--- src/rtl/sme_input_framer_if.sv ---
// sme_input_framer_if
// Bundles the upstream byte handshake, the engine result strobe and the
// engine-facing character bus of the input framer.
//   in_valid/in_data/in_ready : upstream byte stream (valid/ready)
//   sme_valid                 : engine result strobe
//   chardata/isstring/ispattern : character burst to the engine
//   busy, err, err_code       : framer status
// master = upstream/engine side, slave = framer.
interface sme_input_framer_if;
    logic       in_valid;
    logic [7:0] in_data;
    logic       in_ready;
    logic       sme_valid;
    logic [7:0] chardata;
    logic       isstring;
    logic       ispattern;
    logic       busy;
    logic       err;
    logic [1:0] err_code;

    modport master (
        output in_valid, in_data, sme_valid,
        input  in_ready, chardata, isstring, ispattern, busy, err, err_code
    );

    modport slave (
        input  in_valid, in_data, sme_valid,
        output in_ready, chardata, isstring, ispattern, busy, err, err_code
    );
endinterface

--- src/rtl/sme_input_framer.sv ---
// sme_input_framer
// Parses ASCII records (type byte, characters, LF) from a byte stream,
// buffers the latest string and pattern, and replays them to the matching
// engine as back-to-back isstring / ispattern bursts. After a pattern burst
// it waits for the engine's result strobe before accepting more input.
// Malformed records are dropped with a one-cycle err pulse.
// Ports:
//   clk   : rising-edge clock
//   reset : asynchronous, active-low
//   bus   : sme_input_framer_if.slave (handshake, engine bus, status)
module sme_input_framer #(
    parameter int STR_MAX = 32,
    parameter int PAT_MAX = 8
) (
    input logic               clk,
    input logic               reset,
    sme_input_framer_if.slave bus
);
    localparam int         SAW     = $clog2(STR_MAX);
    localparam int         PAW     = $clog2(PAT_MAX);
    localparam logic [5:0] STR_LIM = 6'(STR_MAX);
    localparam logic [3:0] PAT_LIM = 4'(PAT_MAX);
    localparam logic [7:0] CH_LF   = 8'h0A;
    localparam logic [7:0] CH_S    = 8'h53;
    localparam logic [7:0] CH_P    = 8'h50;

    typedef enum logic [2:0] {
        IDLE, COL_S, COL_P, DROP, SEND_S, SEND_P, WAIT_RES
    } state_t;

    state_t     state, state_d;
    logic [7:0] str_buf [STR_MAX];
    logic [7:0] pat_buf [PAT_MAX];
    logic [5:0] len_s, len_s_d;
    logic [3:0] len_p, len_p_d;
    logic [5:0] idx, idx_d;           // replay pointer shared by both bursts
    logic       str_new, str_new_d;   // string not yet sent to the engine
    logic       str_loaded, str_loaded_d;
    logic       s_we, p_we;
    logic       in_ready_d, busy_d, isstring_d, ispattern_d, err_d;
    logic [7:0] chardata_d;
    logic [1:0] err_code_d;
    logic       acc, is_lf;

    assign acc   = bus.in_valid && bus.in_ready;
    assign is_lf = (bus.in_data == CH_LF);

    always_comb begin
        state_d      = state;
        len_s_d      = len_s;
        len_p_d      = len_p;
        idx_d        = idx;
        str_new_d    = str_new;
        str_loaded_d = str_loaded;
        s_we         = 1'b0;
        p_we         = 1'b0;
        err_d        = 1'b0;
        err_code_d   = 2'd0;
        chardata_d   = 8'd0;
        isstring_d   = 1'b0;
        ispattern_d  = 1'b0;

        unique case (state)
            IDLE: if (acc) begin
                if (bus.in_data == CH_S) begin
                    state_d = COL_S;
                    len_s_d = 6'd0;
                end else if (bus.in_data == CH_P) begin
                    state_d = COL_P;
                    len_p_d = 4'd0;
                end else if (!is_lf) begin
                    err_d      = 1'b1;
                    err_code_d = 2'd1;
                    state_d    = DROP;
                end
            end
            COL_S: if (acc) begin
                if (is_lf) begin
                    state_d = IDLE;
                    if (len_s == 6'd0) begin
                        err_d        = 1'b1;
                        err_code_d   = 2'd3;
                        str_new_d    = 1'b0;
                        str_loaded_d = 1'b0;
                    end else begin
                        str_new_d    = 1'b1;
                        str_loaded_d = 1'b1;
                    end
                end else if (len_s == STR_LIM) begin
                    // buffer already full: this is the overflow character
                    err_d        = 1'b1;
                    err_code_d   = 2'd2;
                    str_new_d    = 1'b0;
                    str_loaded_d = 1'b0;
                    state_d      = DROP;
                end else begin
                    s_we    = 1'b1;
                    len_s_d = len_s + 6'd1;
                end
            end
            COL_P: if (acc) begin
                if (is_lf) begin
                    if (len_p == 4'd0 || !str_loaded) begin
                        err_d      = 1'b1;
                        err_code_d = 2'd3;
                        state_d    = IDLE;
                    end else begin
                        idx_d   = 6'd0;
                        state_d = str_new ? SEND_S : SEND_P;
                    end
                end else if (len_p == PAT_LIM) begin
                    err_d      = 1'b1;
                    err_code_d = 2'd2;
                    state_d    = DROP;
                end else begin
                    p_we    = 1'b1;
                    len_p_d = len_p + 4'd1;
                end
            end
            DROP: if (acc && is_lf) state_d = IDLE;
            SEND_S: begin
                chardata_d = str_buf[idx[SAW-1:0]];
                isstring_d = 1'b1;
                if (idx == len_s - 6'd1) begin
                    idx_d     = 6'd0;
                    str_new_d = 1'b0;
                    state_d   = SEND_P;
                end else begin
                    idx_d = idx + 6'd1;
                end
            end
            SEND_P: begin
                chardata_d  = pat_buf[idx[PAW-1:0]];
                ispattern_d = 1'b1;
                if (idx == {2'b00, len_p} - 6'd1) state_d = WAIT_RES;
                else                               idx_d   = idx + 6'd1;
            end
            WAIT_RES: if (bus.sme_valid) state_d = IDLE;
            default: state_d = IDLE;
        endcase

        // status outputs follow the state being entered so they are registered
        in_ready_d = (state_d == IDLE) || (state_d == COL_S) ||
                     (state_d == COL_P) || (state_d == DROP);
        busy_d     = !in_ready_d;
    end

    always_ff @(posedge clk or negedge reset) begin
        if (!reset) begin
            state         <= IDLE;
            len_s         <= 6'd0;
            len_p         <= 4'd0;
            idx           <= 6'd0;
            str_new       <= 1'b0;
            str_loaded    <= 1'b0;
            bus.in_ready  <= 1'b0;
            bus.chardata  <= 8'd0;
            bus.isstring  <= 1'b0;
            bus.ispattern <= 1'b0;
            bus.busy      <= 1'b0;
            bus.err       <= 1'b0;
            bus.err_code  <= 2'd0;
        end else begin
            state         <= state_d;
            len_s         <= len_s_d;
            len_p         <= len_p_d;
            idx           <= idx_d;
            str_new       <= str_new_d;
            str_loaded    <= str_loaded_d;
            bus.in_ready  <= in_ready_d;
            bus.chardata  <= chardata_d;
            bus.isstring  <= isstring_d;
            bus.ispattern <= ispattern_d;
            bus.busy      <= busy_d;
            bus.err       <= err_d;
            bus.err_code  <= err_code_d;
        end
    end

    // character storage needs no reset: lengths and flags gate every read
    always_ff @(posedge clk) begin
        if (s_we) str_buf[len_s[SAW-1:0]] <= bus.in_data;
        if (p_we) pat_buf[len_p[PAW-1:0]] <= bus.in_data;
    end
endmodule

--- src/flat_wrapper.sv ---
// flat-port wrapper written by rule: the top's interface ports become plain ports
module sme_input_framer_flat 
#(
    parameter int STR_MAX = 32,
    parameter int PAT_MAX = 8
)
  (clk, reset, bus_in_valid, bus_in_data, bus_sme_valid, bus_in_ready, bus_chardata, bus_isstring, bus_ispattern, bus_busy, bus_err, bus_err_code);
  sme_input_framer_if bus_i ();
  input logic clk;
  input logic reset;
  input wire logic [$bits(bus_i.in_valid)-1:0] bus_in_valid;
  input wire logic [$bits(bus_i.in_data)-1:0] bus_in_data;
  input wire logic [$bits(bus_i.sme_valid)-1:0] bus_sme_valid;
  output wire logic [$bits(bus_i.in_ready)-1:0] bus_in_ready;
  output wire logic [$bits(bus_i.chardata)-1:0] bus_chardata;
  output wire logic [$bits(bus_i.isstring)-1:0] bus_isstring;
  output wire logic [$bits(bus_i.ispattern)-1:0] bus_ispattern;
  output wire logic [$bits(bus_i.busy)-1:0] bus_busy;
  output wire logic [$bits(bus_i.err)-1:0] bus_err;
  output wire logic [$bits(bus_i.err_code)-1:0] bus_err_code;
  assign bus_i.in_valid = bus_in_valid;
  assign bus_i.in_data = bus_in_data;
  assign bus_i.sme_valid = bus_sme_valid;
  assign bus_in_ready = bus_i.in_ready;
  assign bus_chardata = bus_i.chardata;
  assign bus_isstring = bus_i.isstring;
  assign bus_ispattern = bus_i.ispattern;
  assign bus_busy = bus_i.busy;
  assign bus_err = bus_i.err;
  assign bus_err_code = bus_i.err_code;
  sme_input_framer #(.STR_MAX(STR_MAX), .PAT_MAX(PAT_MAX)) u_core (.clk(clk), .reset(reset), .bus(bus_i));
endmodule
--- config.mk ---
export PLATFORM = sky130hd
export DESIGN_NAME = sme_input_framer_flat
export DESIGN_NICKNAME = d
export VERILOG_FILES = /design/src/rtl/sme_input_framer_if.sv /design/src/rtl/sme_input_framer.sv /design/src/flat_wrapper.sv
export SDC_FILE = /design/constraint.sdc
export NUM_CORES = 1
export LEC_CHECK = 0
export ABC_AREA = 1
export CORE_ASPECT_RATIO = 1.25
export CORE_MARGIN = 4
export CORE_UTILIZATION = 58
export CTS_CLUSTER_DIAMETER = 60
export DETAILED_ROUTE_END_ITERATION = 10
export PLACE_DENSITY_LB_ADDON = 0.12
export SETUP_SLACK_MARGIN = 0.15
export SLEW_MARGIN = 25
export SYNTH_ARGS = -nofsm -noshare
export SYNTH_HDL_FRONTEND = slang
export SYNTH_SLANG_ARGS = --single-unit
--- constraint.sdc ---
create_clock -name clk -period 3.37 [get_ports clk]
set_input_delay 0.5055 -clock clk [delete_from_list [all_inputs] [get_ports clk]]
set_output_delay 0.5055 -clock clk [all_outputs]
set_load 0.005 [all_outputs]
==> out/metrics.cfg <==
[finish]
final_layout_size_suffix_gt1_share_pct=6.91
diodes=0
synthToLayoutAreaGrowth_pct=10.2
n_fill_cell=2075
final_util_pct=64.8
nets=1444

[sta]
finalMaxSlewViolations=0
max_freq_mhz=366
worst_pin_slew_ns=0.855
final.setup.tns_ns=0
fin_crit_ns=2.73
slew_headroom_pct=43.0
finalHoldViolations=0
rsz0062_at_grt=no
setup_violations=0
period_share_pct=81.0
fin_worst_skew_ns=0.0282

[yosys]
syn_avg_cell_area_um2=10.8
yosysTopAreaCell=edfxtp_1
synth_top_area_share_pct=63.1
synth_cells=1410
ys.warnings.count=0
synthDistinctLibCells=31
synth_nets=1430
synthTopCellsByArea=edfxtp_1, nand2_1, nand3_1, dfrtp_1, nor2_1
ys_ff_latch=356
ys_seq_area_share_pct=69.0
synthesis.area_um2=15200

[setup_path]
endpoint_kind=register
worstPathRequired_ns=3.57
arrival_ns=2.93
path_max_fanout=8
critPathLaunchType=register
worstRegToRegCells=9
crit_type=reg -> reg

[pwr]
pwr-share-clk_pct=37.2
p_per_area_nw_per_um2=565
comb_power_share_pct=10.1
switching_share_pct=24.1
ir_drop_mv=0.500
p_leak_uw=0.00617
seq_power_share_pct=52.7
p_int_uw=7200
switchingPower_uw=2290

[global_routing]
grt_max_degree=166
antenna_found_initial=1
overflow=0
track_usage_pct=25.9
grt_pass1_wl_um=57500
grt_pass1_vias=10100

[clock_tree]
hold_buffers=0
cts_root_buf=clkbuf_16
cts_setup_buffers=0
htreeDepth=1
clockBufferDepth=3
clock_latency_ns=0.57
cts_tree=yes
cts-buffers-inserted=31
clock-sinks=356
clk_pin_slew_worst_paths_ns=0.07
cts_resized=0

[route]
drt_pass1_iterations=6
wire_per_inst_um=21.2
drt-initial-drc-count=914
wirelength_um=37900
vias=10400
drc=0
drtAntennaViolNets=0
post_drt_via_cell_ratio=5.84

[floorplanning]
coreArea_um2=25900
start_util_pct=58.8
die_y_um=189
row_count=66
dieArea_um2=28900
die_w_um=153
pin_count=27

[placement]
io_buffer_count=26
place_congestion=0.877
dpl.hpwl_um=23600

[job]
max_cap_violations=0

[min_path]
holdCritPathClass=in -> async

[run_status]
status=complete, no violations

==> cell usage in the layout, fill, tap and decap left out, drive strengths merged <==
| cell | netlist | routed |
|---|---|---|
| nor4 | 1 | 1 |
| dfrtp | 36 | 36 |
| clkbuf | 20 | 37 |
| nand3 | 251 | 251 |
| o21ai | 68 | 68 |
| nand4 | 14 | 14 |
| xnor2 | 2 | 2 |
| o22ai | 16 | 16 |
| nor3 | 4 | 4 |
| xor2 | 5 | 5 |
| edfxtp | 320 | 320 |
| buf | 52 | 31 |
| a21oi | 9 | 9 |
| nor2 | 121 | 121 |
| bufinv | 0 | 4 |
| nand3b | 1 | 1 |
| ha | 8 | 8 |
| inv | 48 | 50 |
| clkinv | 0 | 14 |
| a31oi | 2 | 2 |
| o221ai | 1 | 1 |
| nand2 | 431 | 431 |
| clkdlybuf4s50 | 0 | 22 |
==> state kept, by name, summed over array words and instances, names as in the netlist, 2 cells and up <==
name                 cells
u_core.len_s             6
u_core.pat_buf          64
u_core.idx               6
u_core.state             3
u_core.bus.err_code      2
u_core.str_buf         256
u_core.len_p             4
u_core.bus.chardata      8
==> routing by layer <==
layer / global-route usage, % / share of wire [%]
met4: 9.43 / 3.7
met3: 2.67 / 6.1
met1: 33.8 / 40
met5: 0 / 0
met2: 45.5 / 50
==> power groups by stage <==
stage	Clock (uW)	Sequential (uW)	Combinational, uW
floorplan	0	5070	627
global placement	0	5090	936
detailed placement	0	5100	944
CTS	3570	5000	949
global route	3750	5020	1070
finish	3530	5010	957
==> synth_stat cells <==
| master | number |
|---|---|
| nor3_1 | 3 |
| nand2_1 | 426 |
| nand3b_1 | 1 |
| clkbuf_1 | 20 |
| nand4_1 | 14 |
| nand2_2 | 5 |
| nor2_4 | 4 |
| xor2_1 | 5 |
| nand3_1 | 248 |
| o21ai_1 | 11 |
| nand3_2 | 3 |
| nor3_4 | 1 |
| edfxtp_1 | 320 |
| inv_2 | 6 |
| nor4_1 | 1 |
| a31oi_1 | 2 |
| a21oi_1 | 9 |
| o221ai_1 | 1 |
| buf_1 | 12 |
| dfrtp_1 | 36 |
| buf_2 | 31 |
| buf_6 | 2 |
| o21ai_2 | 1 |
| ha_1 | 8 |
| inv_1 | 42 |
| nor2_1 | 115 |
| o21ai_0 | 56 |
| xnor2_1 | 2 |
| o22ai_1 | 16 |
| nor2_2 | 2 |
| buf_4 | 7 |
==> path summary, 6_finish.rpt <==
path | startpoint | endpoint | slack [ns]
worst max-delay path | u_core.len_s[0]$_DFFE_PN0P_ | u_core.str_buf[13][1]$_DFFE_PP_ | 0.64
worst min-delay path | reset | u_core.bus.chardata[2]$_DFF_PN0_ | 0.04
worst max register to register | u_core.len_s[0]$_DFFE_PN0P_ | u_core.str_buf[13][1]$_DFFE_PP_ | 0.64
worst min register to register | u_core.str_new$_DFFE_PN0P_ | u_core.str_new$_DFFE_PN0P_ | 0.51
max in group asynchronous | reset | u_core.idx[0]$_DFFE_PN0P_ | 2.68
min in group clk | u_core.str_new$_DFFE_PN0P_ | u_core.str_new$_DFFE_PN0P_ | 0.51
==> critical path, stage by stage (launching register included) <==
cell and delay, ns:
dfrtp_1 0.47, inv_1 0.16, ha_1 0.30, nand2_1 0.11
nor2_1 0.07, nand2_1 0.11, nand4_1 0.15, inv_2 0.17
nand2_2 0.24, nor2_1 0.59
==> cells by family (layout without fill, tap and decap cells) <==
logic type	count (synthesis)	after routing	synth area share (%)
buffers and inverters	120	158	3.48
XOR/XNOR	7	7	0.402
AO/OA/AOI/OAI	96	96	3.35
adder cells (fa/ha/maj)	8	8	0.657
flip-flops	356	356	69.0
AND/OR/NAND/NOR	823	823	23.1
==> metrics by stage <==
step / hold slack, ns / instance area (um^2) / instances / power (uW) / setup WS, ns
final: 0.0371 / 16800 / 1788 / 9490 / 0.639
after global routing: 0.0885 / 16800 / 1788 / 9830 / 0.370
after CTS: 0.0646 / 16800 / 1788 / 9530 / 0.640
after detailed placement: 0.498 / 15800 / 1731 / 6040 / 0.273
after global placement: 0.499 / 15800 / 1731 / 6030 / 0.338
after floorplan: 0.210 / 15200 / 1410 / 5700 / 1.19
==> area by class of cell <==
class                           count  area [um^2]  share of cell area (%)
Multi-Input combinational cell    934         4200                    25.0
Inverter                           48          183                    1.09
Sequential cell                   356        10500                    62.6
Tap cell                          340          425                    2.53
Clock inverter                     20          199                    1.18
Clock buffer                       37          808                    4.81
Timing Repair Buffer               53          468                    2.79
(Power assumes the default switching activity.)
